[src/rtl/cgol_engine.sv]
// cgol_engine -- Conway's Game of Life (B3/S23) generation engine.
//
// Holds a HEIGHT x WIDTH grid in two bit arrays: cur (visible state) and
// nxt (generation under construction). A step request sweeps one row per
// cycle through COMPUTE, then COMMIT copies nxt into cur in a single cycle,
// so the display never shows a partially computed generation.
//
// Configuration macro: CGOL_TORUS_EN
//   defined   - neighbour indices wrap on both axes (toroidal grid)
//   undefined - cells outside the grid count as dead
//
// Ports:
//   ph1        in   sole clock, rising edge
//   reset      in   synchronous, active-high; clears grid, FSM and status
//   load_en    in   write load_data into cur[load_addr] (IDLE only)
//   load_addr  in   row index for the load; indices >= HEIGHT are ignored
//   load_data  in   row contents, bit c = column c, 1 = alive
//   step_req   in   request one generation (ignored while busy)
//   busy       out  high in COMPUTE and COMMIT
//   done       out  one-cycle pulse in the first IDLE cycle after COMMIT
//   stable     out  last committed generation equalled its predecessor
//   gen_count  out  committed generations, modulo 2^16
//   row        out  one-hot display row select (free-running scan)
//   col        out  cur contents of the selected row
module cgol_engine #(
  parameter int WIDTH   = 8,
  parameter int HEIGHT  = 8,
  parameter int REGBITS = 3
) (
  input  logic               ph1,
  input  logic               reset,
  input  logic               load_en,
  input  logic [REGBITS-1:0] load_addr,
  input  logic [WIDTH-1:0]   load_data,
  input  logic               step_req,
  output logic               busy,
  output logic               done,
  output logic               stable,
  output logic [15:0]        gen_count,
  output logic [HEIGHT-1:0]  row,
  output logic [WIDTH-1:0]   col
);

  localparam logic [1:0] IDLE    = 2'd0;
  localparam logic [1:0] COMPUTE = 2'd1;
  localparam logic [1:0] COMMIT  = 2'd2;

  logic [1:0]         state;
  logic [REGBITS-1:0] rcnt;
  logic [REGBITS-1:0] scan;
  logic [WIDTH-1:0]   cur [HEIGHT];
  logic [WIDTH-1:0]   nxt [HEIGHT];

  logic [WIDTH-1:0]   up_row, mid_row, dn_row;
  logic [WIDTH-1:0]   u_l, u_r, m_l, m_r, d_l, d_r;
  logic [WIDTH-1:0]   new_row;
  logic               same;

  // shl(v)[c] = v[c-1], shr(v)[c] = v[c+1]; the vacated edge bit is either
  // the wrapped-around column or a dead cell.
  function automatic logic [WIDTH-1:0] shl(input logic [WIDTH-1:0] v);
`ifdef CGOL_TORUS_EN
    return {v[WIDTH-2:0], v[WIDTH-1]};
`else
    return {v[WIDTH-2:0], 1'b0};
`endif
  endfunction

  function automatic logic [WIDTH-1:0] shr(input logic [WIDTH-1:0] v);
`ifdef CGOL_TORUS_EN
    return {v[0], v[WIDTH-1:1]};
`else
    return {1'b0, v[WIDTH-1:1]};
`endif
  endfunction

  // Rows r-1, r, r+1 around the row being computed.
  always_comb begin
    up_row  = '0;
    mid_row = '0;
    dn_row  = '0;
    for (int unsigned i = 0; i < HEIGHT; i++) begin
      if (rcnt == REGBITS'(i)) begin
        mid_row = cur[i];
        up_row  = cur[(i + HEIGHT - 1) % HEIGHT];
        dn_row  = cur[(i + 1) % HEIGHT];
`ifndef CGOL_TORUS_EN
        if (i == 0)          up_row = '0;
        if (i == HEIGHT - 1) dn_row = '0;
`endif
      end
    end
  end

  assign u_l = shl(up_row);
  assign u_r = shr(up_row);
  assign m_l = shl(mid_row);
  assign m_r = shr(mid_row);
  assign d_l = shl(dn_row);
  assign d_r = shr(dn_row);

  // Eight-neighbour count per column (cell itself excluded), then B3/S23.
  always_comb begin
    logic [3:0] cnt;
    cnt     = '0;
    new_row = '0;
    for (int unsigned c = 0; c < WIDTH; c++) begin
      cnt = {3'b000, u_l[c]} + {3'b000, up_row[c]} + {3'b000, u_r[c]} +
            {3'b000, m_l[c]} + {3'b000, m_r[c]} +
            {3'b000, d_l[c]} + {3'b000, dn_row[c]} + {3'b000, d_r[c]};
      new_row[c] = (cnt == 4'd3) | (mid_row[c] & (cnt == 4'd2));
    end
  end

  always_comb begin
    same = 1'b1;
    for (int unsigned i = 0; i < HEIGHT; i++) begin
      if (nxt[i] != cur[i]) same = 1'b0;
    end
  end

  always_ff @(posedge ph1) begin
    if (reset) begin
      state     <= IDLE;
      rcnt      <= '0;
      scan      <= '0;
      done      <= 1'b0;
      stable    <= 1'b0;
      gen_count <= '0;
      for (int unsigned i = 0; i < HEIGHT; i++) begin
        cur[i] <= '0;
        nxt[i] <= '0;
      end
    end else begin
      done <= 1'b0;
      scan <= (scan == REGBITS'(HEIGHT - 1)) ? '0 : scan + 1'b1;
      case (state)
        IDLE: begin
          // Address match against 0..HEIGHT-1 only, so out-of-range
          // addresses fall through without a write.
          if (load_en) begin
            for (int unsigned i = 0; i < HEIGHT; i++) begin
              if (load_addr == REGBITS'(i)) cur[i] <= load_data;
            end
          end
          if (step_req) begin
            state <= COMPUTE;
            rcnt  <= '0;
          end
        end
        COMPUTE: begin
          for (int unsigned i = 0; i < HEIGHT; i++) begin
            if (rcnt == REGBITS'(i)) nxt[i] <= new_row;
          end
          if (rcnt == REGBITS'(HEIGHT - 1)) begin
            state <= COMMIT;
          end else begin
            rcnt <= rcnt + 1'b1;
          end
        end
        COMMIT: begin
          for (int unsigned i = 0; i < HEIGHT; i++) begin
            cur[i] <= nxt[i];
          end
          stable    <= same;
          gen_count <= gen_count + 16'd1;
          done      <= 1'b1;
          state     <= IDLE;
        end
        default: state <= IDLE;
      endcase
    end
  end

  assign busy = (state != IDLE);

  always_comb begin
    row = '0;
    col = '0;
    for (int unsigned i = 0; i < HEIGHT; i++) begin
      if (scan == REGBITS'(i)) begin
        row[i] = 1'b1;
        col    = cur[i];
      end
    end
  end

endmodule

[config.mk]
export PLATFORM = sky130hd
export DESIGN_NAME = cgol_engine
export DESIGN_NICKNAME = d
export VERILOG_FILES = /design/src/rtl/cgol_engine.sv
export SDC_FILE = /design/constraint.sdc
export NUM_CORES = 1
export LEC_CHECK = 0
export CAP_MARGIN = 20
export CORE_MARGIN = 2
export CORE_UTILIZATION = 50
export CTS_CLUSTER_SIZE = 28
export DETAILED_ROUTE_END_ITERATION = 6
export GPL_ROUTABILITY_DRIVEN = 0
export PLACE_DENSITY = 0.71
export SLEW_MARGIN = 10
export SYNTH_ARGS = -nofsm -noshare
export SYNTH_HDL_FRONTEND = slang
export SYNTH_SLANG_ARGS = --single-unit
export TNS_END_PERCENT = 50
[constraint.sdc]
create_clock -name ph1 -period 5.3 [get_ports ph1]
set_input_delay 1.59 -clock ph1 [delete_from_list [all_inputs] [get_ports ph1]]
set_output_delay 1.59 -clock ph1 [all_outputs]
set_load 0.01 [all_outputs]
Yosys cells after proc, flatten, opt, wreduce, memory -nomap -nowiden --
Memories as Yosys holds them, arrays and structs flattened. Index checks and enable logic that the tools add are counted.
Word-level totals: bits in registers 26, RAM bits 128, input port bits 15, output and inout bits 35, word-level logic and storage cells 313, memories 2
Cells by class: $add $sub $neg 52, eq/ne operators 50, multiplexer cells 154, bitwise gates (word level) 40, reduce and logical (&&, ||, !) cells 9
Memories:
- cur | words 8, bits a word 8, read ports 8, clocked after Yosys merged registers in 0, wr ports 8, line 51 | logic [WIDTH-1:0] cur [HEIGHT];
- nxt | words 8, bits a word 8, read ports 8, clocked after Yosys merged registers in 0, wr ports 8, line 52 | logic [WIDTH-1:0] nxt [HEIGHT];
Operators by type and width (count):
- $mux 8 | 55
- $add 4x1->4 | 28
- $mux 1 | 93
- $eq 4x2->1 const B | 16
- $ne 8x8->1 | 8
- $eq 3x3->1 const B | 12
- $or 1x1->1 | 32
- $add 3x1->4 | 7
- $add 2x1->3 | 7
- $eq 3x2->1 const B | 6
- $add 16x1->16 const B | 1
- $add 1x1->2 | 7
- $eq 3x1->1 const B | 3
- $logic_not 3->1 | 3
- $and 1x1->1 | 8
- $add 3x1->3 const B | 2
- $mux 3 | 2
- $ne 2x2->1 const B | 3
- $pmux 3 s2 | 1
- $mux 2 | 2
- $pmux 2 s2 | 1
- $reduce_bool 2->1 | 2
- $reduce_and 3->1 | 1
- $eq 2x1->1 const B | 1
- 4 further kinds | 4

Logic depth before layout (Yosys ltp) --
Gate-level depths: netlist (run 1).
word-level depth 19, mapped depth 24, depth with buffers taken out 19

Worst setup path after synthesis (run 1) --
No wires, ideal clock.
path kind register to register, start reg rcnt[2], end mem nxt[6][1], in the netlist nxt[1][17] (data pin), library setup time 0.171 ns, data arrival time 4.986 ns, data required time 5.129 ns, slack 0.143 ns, cell stages (with the launch flop) 20, path buffers 3, clock period less this slack 5.157 ns, cells stage by stage dfxtp_1 -> buf_6 -> clkinv_1 -> ha_1 -> buf_2 -> or2_1 -> buf_2 -> o311ai_0 -> a221oi_1 -> or3_1 -> fa_1 -> inv_1 -> fa_1 -> inv_1 -> fa_1 -> fa_1 -> or3b_2 -> o22ai_1 -> and2_1 -> a21boi_0
RTL lines:
- from (decl) | line 49 | logic [REGBITS-1:0] rcnt;
- from (signal assigned) | line 158 | rcnt <= rcnt + 1'b1;
- to (decl) | line 52

==> results of run 1 <==
==> path summary, 6_finish.rpt <==
path,endpoint
max,nxt[1][17]
min,scan[0]
max reg2reg,nxt[1][17]
min reg2reg,scan[0]
==> cell type report <==
cell class | instances | area [µm²]
Tap cell | 275 | 344
Sequential cell | 154 | 4370
Clock buffer | 17 | 425
Fill cell | 1805 | 8390
Multi-Input combinational cell | 854 | 5920
Inverter | 64 | 240
Timing Repair Buffer | 122 | 1110
Clock inverter | 15 | 156
==> cells by family (layout without fill, tap and decap cells) <==
family                   Yosys count  count (layout)
flip-flops                       154             154
AO/OA/AOI/OAI                    329             329
AND/OR/NAND/NOR                  390             390
buffers and inverters            132             218
adder cells (fa/ha/maj)           61              61
XOR/XNOR                          74              74
==> sequential cells by signal (all words and copies together) (netlist names) <==
| signal | flops |
|---|---|
| done | 1 |
| cur | 64 |
| state | 2 |
| rcnt | 3 |
| nxt | 64 |
| gen_count | 16 |
| stable | 1 |
| scan | 3 |
==> cells in the final DEF, fill, tap and decap left out, drive strengths merged, types with 14 or more instances in the layout <==
master and instances:
clkbuf 19, nor3 21, edfxtp 128, a31oi 20, a211o 14, ha 33, a221oi 26, nor4 15
clkdlybuf4s50 48, fa 28, a21oi 115, buf 72, o21ai 30, xnor2 16, a22oi 24, dfxtp 26
inv 71, nand3b 14, nor2 86, nor2b 28, nand3 20, xor2 58, nand2 140, a22o 33
==> worst register-to-register path, delay by kind of cell, from the launching register on <==
kind            cells  cell delay, ns
buf+inv             3            0.27
compound gates      5            1.09
simple gates        3            0.98
fa+ha+maj           6            2.32
flops               1            0.35
==> layer usage <==
layer / GRT usage [%] / vias up / wire (µm)
li1: - / 4305 / -
met1: 44.6 / 4603 / 13300
met2: 50.1 / 833 / 16200
met3: 8.54 / 159 / 5370
met4: 18.3 / 0 / 2360
met5: 0 / - / 0
==> repair_timing <==
item / CTS / global route
cloned: 0 / 2
gates resized for setup: 7 / 33
endpoints found under the setup margin: 11 / 42
pin swaps: 0 / 1
==> where the power goes <==
part,internal [mW],switching [mW]
Combinational,0.360,0.575
Sequential,1.39,0.0989
Clock,0.667,0.556
==> metrics.yaml, run 1 <==
status: "finished, violations left"
violations: "design-rule violations"
num_rows: 53
placed_area_um2: 11800
post_synth.cell_area_avg_um2: 9.36
final_util_pct: 60.0
final_max_slew_viol_count: 0
worst-path-buf-inv: 3
dpl.hpwl_um: 28000
die_w_um: 150
synth_top_cell_area_share_pct: 36.0
yosys.area_share.adder_pct: 9.13
drive_above_1_share_pct: 12.8
synthMostInstantiatedCell: "nand2_1"
ys.flop_type: "edfxtp_1"
power.total_mw: 3.65
syn_to_final_growth_pct: 17.8
layout.cells.non_filler: 1501
drc_errors: 11
drv_cap: 0
hold_depth: 1
hold_viol: 0
grt_first_pass_wirelength_um: 54800
worst_r2r_path_depth: 17
start_util_pct: 50.9
ctsHtreeMaxLevel: 4
async_flop_share_pct: 0
worst_slack_ns: 0.133
antenna_found_initial: 0
grt_overflow_total: 0
tns_ns: 0
power_density_nw_per_um2: 291
cp.depth: 17
holdCritStartpoint: "scan[0]"
skew_ns: 0.00797
cts_buffers: 17
worstSetupStartpoint: "rcnt[0]"
grt_use_total_pct: 33.5
cts_hold_buffers: 0
cp_slowest_cell: "fa_1"
worstSetupEndpointType: "register"
hold_class: "reg2reg"
via_per_inst: 6.60
slowest_delay_ns: 0.54
drtAntennaViolNets: 0
clock_sinks: 154
timing.rr.start: "rcnt[0]"
slew_headroom_pct: 33.0
post_cts_buffers: 0
timing.hold.ws_ns: 0.483
crit_path_start_kind: "register"
finalSetupViolations: 0
die_h_um: 150
synth_top_cell_by_area: "edfxtp_1"
root_buffer: "clkbuf_16"
io_buffers: 49
totalWireLength_um: 37300
yosysUniqueCellTypes: 57
synth_compound_area_share_pct: 21.1
num_vias: 9900
ys_ff_latch: 154
p_leak_nw: 4.90
placedCellCount: 1467
synth_xor_area_share_pct: 6.08
core_um2: 21000
final_cell_area_um2: 12600
io_pins: 50
syn_inst: 1140
antenna_cells: 0
synth_common_cells: "nand2_1 (140), edfxtp_1 (128), a21oi_1 (115)"
clk_path_buf_depth: 2
clock_latency_ns: 0.43
yosys_warnings: 0
max_freq_ghz: 0.194
fin_crit_ns: 5.17
first_pass_iters: 7
grt_pass1_vias: 9085
crit_arrival_ns: 5.43
dr.first_iter.drc_count: 1378
muxShareOfSynthArea_pct: 0
clk_pin_slew_ns: 0.07
cp_max_fo: 15
required_ns: 5.56
syn_area_um2: 10700
synthSimpleGateAreaFrac_pct: 17.7
path_cells: "ha_1, ha_1, or2_4, buf_4, a221o_1, a32oi_2, o22ai_2, fa_1, inv_1, fa_1, inv_1, fa_1, fa_1, or3b_2, o22ai_1, and2_4, a21boi_1"
final_nets: 1289
finalCritPeriodShare_pct: 97.5
die-area_um2: 22500
place_ws_ns: -0.158
grt_max_degree: 61
synth_edf_count: 128
cts_tree: "built"
synth_top_family_by_area: "compound AO/OA/AOI/OAI gates"
path_class: "reg2reg"
synth_nets: 1216
synth-seq-area-share_pct: 40.9
cpLargestDelayFamily: "adder cells"
synth_area_leaders: "edfxtp_1 (36%), a21oi_1 (5.4%), fa_1 (5.3%)"
vdd_drop_max_uv: 203
cp_common_cell: "fa_1"
rrSetupSlack_ns: 0.13
worstMarginPinSlew_ns: 0.999
wl_per_cell_um: 24.8
(Power assumes the default switching activity.)
==> run 2, diff against run 1 <==
--- a/config.mk
+++ b/config.mk
@@ -7,11 +7,9 @@
 export LEC_CHECK = 0
 export CAP_MARGIN = 20
 export CORE_MARGIN = 2
-export CORE_UTILIZATION = 50
+export CORE_UTILIZATION = 30
 export CTS_CLUSTER_SIZE = 28
 export DETAILED_ROUTE_END_ITERATION = 6
-export GPL_ROUTABILITY_DRIVEN = 0
-export PLACE_DENSITY = 0.71
 export SLEW_MARGIN = 10
 export SYNTH_ARGS = -nofsm -noshare
 export SYNTH_HDL_FRONTEND = slang
==> run 2 against run 1 <==
Effect of this change:
- die area increased by 65%
- sequential power hardly changed
- setup slack worse by 0.021 ns
- routed wire length up 10%
- clock skew increased by 0.0072 ns
- via count is 1.2% lower
- global-route usage shrank 11 points
- the run now ends clean
- critical path type unchanged
==> metrics.yaml, run 2 (synthesis gave the netlist of run 1 again) <==
num_vias: 9783  # -1.2%
totalWireLength_um: 41100  # +10%
die_w_um: 193  # +28%
worstSetupEndpointType: "register"
finalSetupViolations: 0  # unchanged
power.total_mw: 3.76  # +3.1%
worst_r2r_path_depth: 18  # +1
r2r_end: "nxt[0][1]"
grt_max_degree: 41  # -33%
required_ns: 5.58  # +0.02 ns
final_nets: 1294  # +0.39%
seq_area_um2: 4360  # about the same
fill_cells: 3568  # +98%
p_int_mw: 2.44  # +0.83%
clk_pin_slew_ns: 0.08  # about the same
cts_buffers: 17  # unchanged
via_per_inst: 5.78  # -12%
final_util_pct: 36.2  # -24 points
hold_viol: 0  # unchanged
crit_arrival_ns: 5.47  # +0.04 ns
layout.cells.non_filler: 1692  # +13%
io_buffers: 49  # unchanged
worstMarginPinSlew_ns: 0.854  # -0.145 ns
dr.first_iter.drc_count: 1279  # -7.2%
max_freq_ghz: 0.193  # -0.40%
antenna_found_initial: 0  # unchanged
p_clk_share_pct: 34.8  # +1.3 points
drv_cap: 0  # unchanged
switching_power_mw: 1.32  # +7.5%
core_um2: 35300  # +69%
finalCritPeriodShare_pct: 97.9  # +0.39 points
first_pass_iters: 6  # -1
clock_latency_ns: 0.45  # +0.02 ns
clk_path_buf_depth: 2  # unchanged
start_util_pct: 30.2  # -21 points
rrSetupSlack_ns: 0.11  # -0.02 ns
syn_to_final_growth_pct: 19.7
drive_above_1_share_pct: 12.2  # -0.62 points
power_frac_seq_pct: 39.4  # -1.5 points
die-area_um2: 37100  # +65%
wl_per_cell_um: 24.3  # -2.0%
status: "completed"
timing.hold.ws_ns: 0.492  # +0.00905 ns
reg.largest.list: "cur x64, nxt x64, gen_count x16"
clock_sinks: 154  # unchanged
skew_ns: 0.0152  # +0.00719 ns
pwr-share-comb_pct: 25.8  # +0.2 points
grt_first_pass_wirelength_um: 60200  # +9.9%
final_cell_mix: "nand2_1 (140), edfxtp_1 (128), a21oi_1 (112)"
drc_errors: 0  # -11
num_rows: 69  # +30%
cp_max_fo: 4  # -11
die_h_um: 193  # +28%
place_congestion: 0.960
grt_overflow_total: 0  # unchanged
vdd_drop_max_uv: 190  # -6.1%
slew_headroom_pct: 43.0  # +10 points
multi_input_area_um2: 5820  # -1.6%
worstSetupStartpoint: "rcnt[1]"
final_max_slew_viol_count: 0  # unchanged
grt_pass1_vias: 9246  # +1.8%
holdCritStartpoint: "scan[0]"
antenna_cells: 0  # unchanged
io_pins: 50  # unchanged
cts_tree: "built"
fin_crit_ns: 5.19  # +0.0205 ns
timing.rr.start: "rcnt[1]"
power_density_nw_per_um2: 295  # +1.5%
drtAntennaViolNets: 0  # unchanged
hold_class: "reg2reg"
whs_endpoint: "scan[0]"
p_leak_nw: 4.91  # +0.28%
crit_path_start_kind: "register"
path_class: "reg2reg"
final_common_cell: "nand2_1"
ctsHtreeMaxLevel: 4  # unchanged
placedCellCount: 1660  # +13%
root_buffer: "clkbuf_16"
switching_share_pct: 35.2  # +1.5 points
rsz0062_at_grt: "yes"
grt_use_total_pct: 22.5  # -11 points
hold_depth: 1  # unchanged
dpl.hpwl_um: 32000  # +14%
==> run 2: cell types whose count changed in the layout (fill, tap and decap cells not counted), sizes merged <==
cell | before | now
inv | 71 | 69
buf | 72 | 79
clkinvlp | 0 | 2
clkbuf | 19 | 17
==> run 2: worst max-delay path by stage <==
| stage | end | slack, ns |
|---|---|---|
| 2_1_floorplan | nxt[1][17] | 0.14 |
| 3_3_place_gp | nxt[0][1] | -0.28 |
| 3_5_place_dp | nxt[0][1] | -0.26 |
| 4_1_cts | nxt[0][17] | 0.09 |
| 5_1_grt | nxt[0][11] | -0.03 |
| 6_report | nxt[0][1] | 0.11 |
==> run 2: timing repair <==
action / CTS / global route
gates resized for setup: 7 / 12
hold buffers: 0 / 0
setup endpoints to repair: 10 / 31
pin swaps: 0 / 2
setup buffers: 0 / 0
==> run 2: critical path, stage by stage (launching register included) <==
cell,delay [ns]
dfxtp_1,0.35
ha_1,0.21
ha_1,0.20
or2_1,0.27
o311ai_2,0.35
buf_4,0.17
a221oi_1,0.08
or3_1,0.38
fa_1,0.49
inv_1,0.06
fa_1,0.50
inv_1,0.05
fa_1,0.41
fa_1,0.40
or3b_2,0.46
o22ai_2,0.18
buf_4,0.17
nand3_1,0.09
a21oi_2,0.19
==> run 2: cell type report <==
class                      instances  share of cell area [%]
multi-input combinational        854                    45.6
tap                              461                    4.52
sequential                       154                    34.2
clock inverter                    15                    1.55
clock buffer                      17                    3.33
timing repair buffer             127                    8.91
inverter                          64                    1.88
==> run 2: stage by stage <==
stage	TNS, ns	setup slack, ns	area [µm²]
2_1_floorplan	0	0.143	10700
3_3_place_gp	-1.59	-0.279	12100
3_5_place_dp	-1.51	-0.259	12100
4_1_cts	0	0.0885	12700
5_1_grt	-0.0702	-0.0278	12800
6_report	0	0.113	12800
==> run 2: routing by layer <==
metal	up-vias	wire (µm)	GRT usage (%)
li1	4316	-	-
met1	4809	16900	30.7
met2	579	18900	35.7
met3	79	3900	3.31
met5	-	0	0
met4	0	1500	9.16
==> run 2: power by group through the flow <==
stage | registers, mW | clock network, mW | logic (mW)
after floorplan | 1.47 | 0 | 0.545
after global placement | 1.51 | 0 | 0.919
after detailed placement | 1.51 | 0 | 0.933
after CTS | 1.48 | 1.31 | 0.948
after global routing | 1.49 | 1.36 | 1.04
final | 1.48 | 1.31 | 0.971
==> run 3, diff against run 2 <==
--- a/config.mk
+++ b/config.mk
@@ -10,6 +10,7 @@
 export CORE_UTILIZATION = 30
 export CTS_CLUSTER_SIZE = 28
 export DETAILED_ROUTE_END_ITERATION = 6
+export GPL_ROUTABILITY_DRIVEN = 1
 export SLEW_MARGIN = 10
 export SYNTH_ARGS = -nofsm -noshare
 export SYNTH_HDL_FRONTEND = slang
==> constraint.sdc (replaced) <==
create_clock -name ph1 -period 6.39 [get_ports ph1]
set_input_delay 1.917 -clock ph1 [delete_from_list [all_inputs] [get_ports ph1]]
set_output_delay 1.917 -clock ph1 [all_outputs]
set_load 0.01 [all_outputs]
==> run 3 against run 2 <==
Effect of this change:
- sequential power is 16% lower
- final cell count is 2.9% lower
- routed wire length is 2.5% lower
- flip-flop and latch count stayed put
- critical endpoint is now nxt[1][22]
- highest routed layer unchanged
==> metrics.yaml, run 3 (synthesis gave the netlist of run 1 again) <==
status: "completed"
grt_use_met3_pct: 3.67  # +0.36 points
slew_headroom_pct: 28.9  # -14 points
hold_class: "reg2reg"
fill_cells: 3582  # +0.39%
start_util_pct: 30.2  # unchanged
clk_pin_slew_ns: 0.08  # about the same
final_util_pct: 34.8  # -1.4 points
post_cts_buffers: 0  # unchanged
finalSetupViolations: 0  # unchanged
grt_first_pass_wirelength_um: 58600  # -2.8%
drive_above_1_share_pct: 7.36  # -4.8 points
path_class: "reg2reg"
skew_ns: 0.0161  # +0.000917 ns
root_buffer: "clkbuf_16"
reg.largest.list: "cur x64, nxt x64, gen_count x16"
clock_latency_ns: 0.45  # about the same
die-area_um2: 37100  # unchanged
rsz0062_at_grt: "no"
antenna_found_initial: 0  # unchanged
p_leak_nw: 4.64  # -5.4%
grt_use_total_pct: 22.0  # -0.48 points
crit_arrival_ns: 6.29  # +0.82 ns
final_cell_mix: "nand2_1 (140), edfxtp_1 (128), a21oi_1 (115)"
switching_power_mw: 1.08  # -18%
worst-path-buf-inv: 5  # +1
power_density_nw_per_um2: 247  # -16%
worstMarginPinSlew_ns: 1.06  # +0.206 ns
power_frac_seq_pct: 40.9  # +1.5 points
fin_crit_ns: 6.04  # +0.850 ns
via_per_inst: 5.80  # +0.28%
grt_pass1_vias: 8806  # -4.8%
cp_common_cell: "fa_1"
worst_slack_ns: 0.353  # +0.240 ns
io_pins: 50  # unchanged
first_pass_iters: 6  # unchanged
die_w_um: 193  # unchanged
io_buffers: 49  # unchanged
grt_overflow_total: 0  # unchanged
cpLargestDelayFamily: "adder cells"
met1_usage_pct: 30.7  # +0.070 points
ctsHtreeMaxLevel: 4  # unchanged
final_max_slew_viol_count: 0  # unchanged
cp_slowest_cell: "a31oi_1"
place_congestion: 0.984  # +2.5%
clk_path_buf_depth: 2  # unchanged
switching_share_pct: 35.7  # +0.58 points
seq_area_um2: 4360  # unchanged
totalWireLength_um: 40100  # -2.5%
placedCellCount: 1611  # -3.0%
required_ns: 6.64  # +1.06 ns
worstSetupEndpointType: "register"
slowest_delay_ns: 0.76  # +0.26 ns
cts_buffers: 17  # unchanged
drv_cap: 0  # unchanged
max_freq_ghz: 0.166  # -14%
p_clk_share_pct: 35.7  # +0.9 points
cp_max_fo: 37  # +33
p_int_mw: 1.95  # -20%
ctsResizeCount: 0  # -7
use_met2_pct: 33.7  # -2.0 points
drc_errors: 0  # unchanged
vdd_drop_max_uv: 138  # -27%
grt_max_degree: 63  # +54%
cts_tree: "built"
crit_path_start_kind: "register"
wl_per_cell_um: 24.4  # +0.41%
place_ws_ns: 0.490  # +0.749 ns
cts_hold_buffers: 0  # unchanged
hold_viol: 0  # unchanged
path_cells: "inv_1, ha_2, buf_4, and2_0, buf_4, nand2_1, a31oi_1, fa_1, fa_1, inv_1, fa_1, inv_1, ha_1, fa_1, nor2b_1, and2_1, a21boi_1"
die_h_um: 193  # unchanged
core_um2: 35300  # unchanged
multi_input_area_um2: 5770  # -0.95%
num_vias: 9526  # -2.6%
syn_to_final_growth_pct: 15.2
finalCritPeriodShare_pct: 94.5  # -3.4 points
final_nets: 1245  # -3.8%
final_common_cell: "nand2_1"
antenna_cells: 0  # unchanged
top_usage_layer: "met2"
dpl.hpwl_um: 30700  # -4.1%
tns_ns: 0  # unchanged
drtAntennaViolNets: 0  # unchanged
layout.cells.non_filler: 1643  # -2.9%
pwr-share-comb_pct: 23.4  # -2.4 points
dr.first_iter.drc_count: 1426  # +11%
num_rows: 69  # unchanged
clock_sinks: 154  # unchanged
power.total_mw: 3.03  # -19%
[run 3: changes by cell type in the layout (fill, tap and decap cells not counted), moves of 3 or more]
cell / change
inv_12: +3
a21oi_2: -3
a21oi_1: +3
and2_1: +3
buf_4: -43
buf_12: -5
[run 3: stage by stage]
stage | hold slack (ns) | instance area [µm²]
global placement | 0.464 | 11700
floorplan | 0.448 | 10700
CTS | 0.507 | 12300
global route | 0.535 | 12300
detailed placement | 0.493 | 11700
finish | 0.500 | 12300
[run 3: layout make-up]
cell class                      instances  area share, %
Multi-Input combinational cell        854           47.0
Sequential cell                       154           35.5
Timing Repair Buffer                   78           5.72
Tap cell                              461           4.69
Clock buffer                           17           3.46
Inverter                               64           1.96
Clock inverter                         15           1.68
[run 3: final timing paths]
kind / start / to / slack [ns] / depth (start not counted)
setup reg to reg: rcnt[1] / nxt[1][22] / 0.35 / 17
hold / removal: scan[0] / scan[0] / 0.50 / 1
hold reg to reg: scan[0] / scan[0] / 0.50 / 1
setup / recovery: rcnt[1] / nxt[1][22] / 0.35 / 17
[run 3: metal layers]
| metal | vias up | wire, µm |
|---|---|---|
| li1 | 4234 | - |
| met1 | 4641 | 16900 |
| met2 | 581 | 17900 |
| met3 | 70 | 3860 |
| met4 | 0 | 1390 |
| met5 | - | 0 |
[run 3: power groups by stage]
stage               Combinational [mW]  Sequential (mW)  Clock (mW)
floorplan                        0.452             1.22           0
global placement                 0.687             1.26           0
detailed placement               0.700             1.26           0
CTS                              0.705             1.23        1.09
global route                     0.776             1.24        1.12
finish                           0.711             1.24        1.08
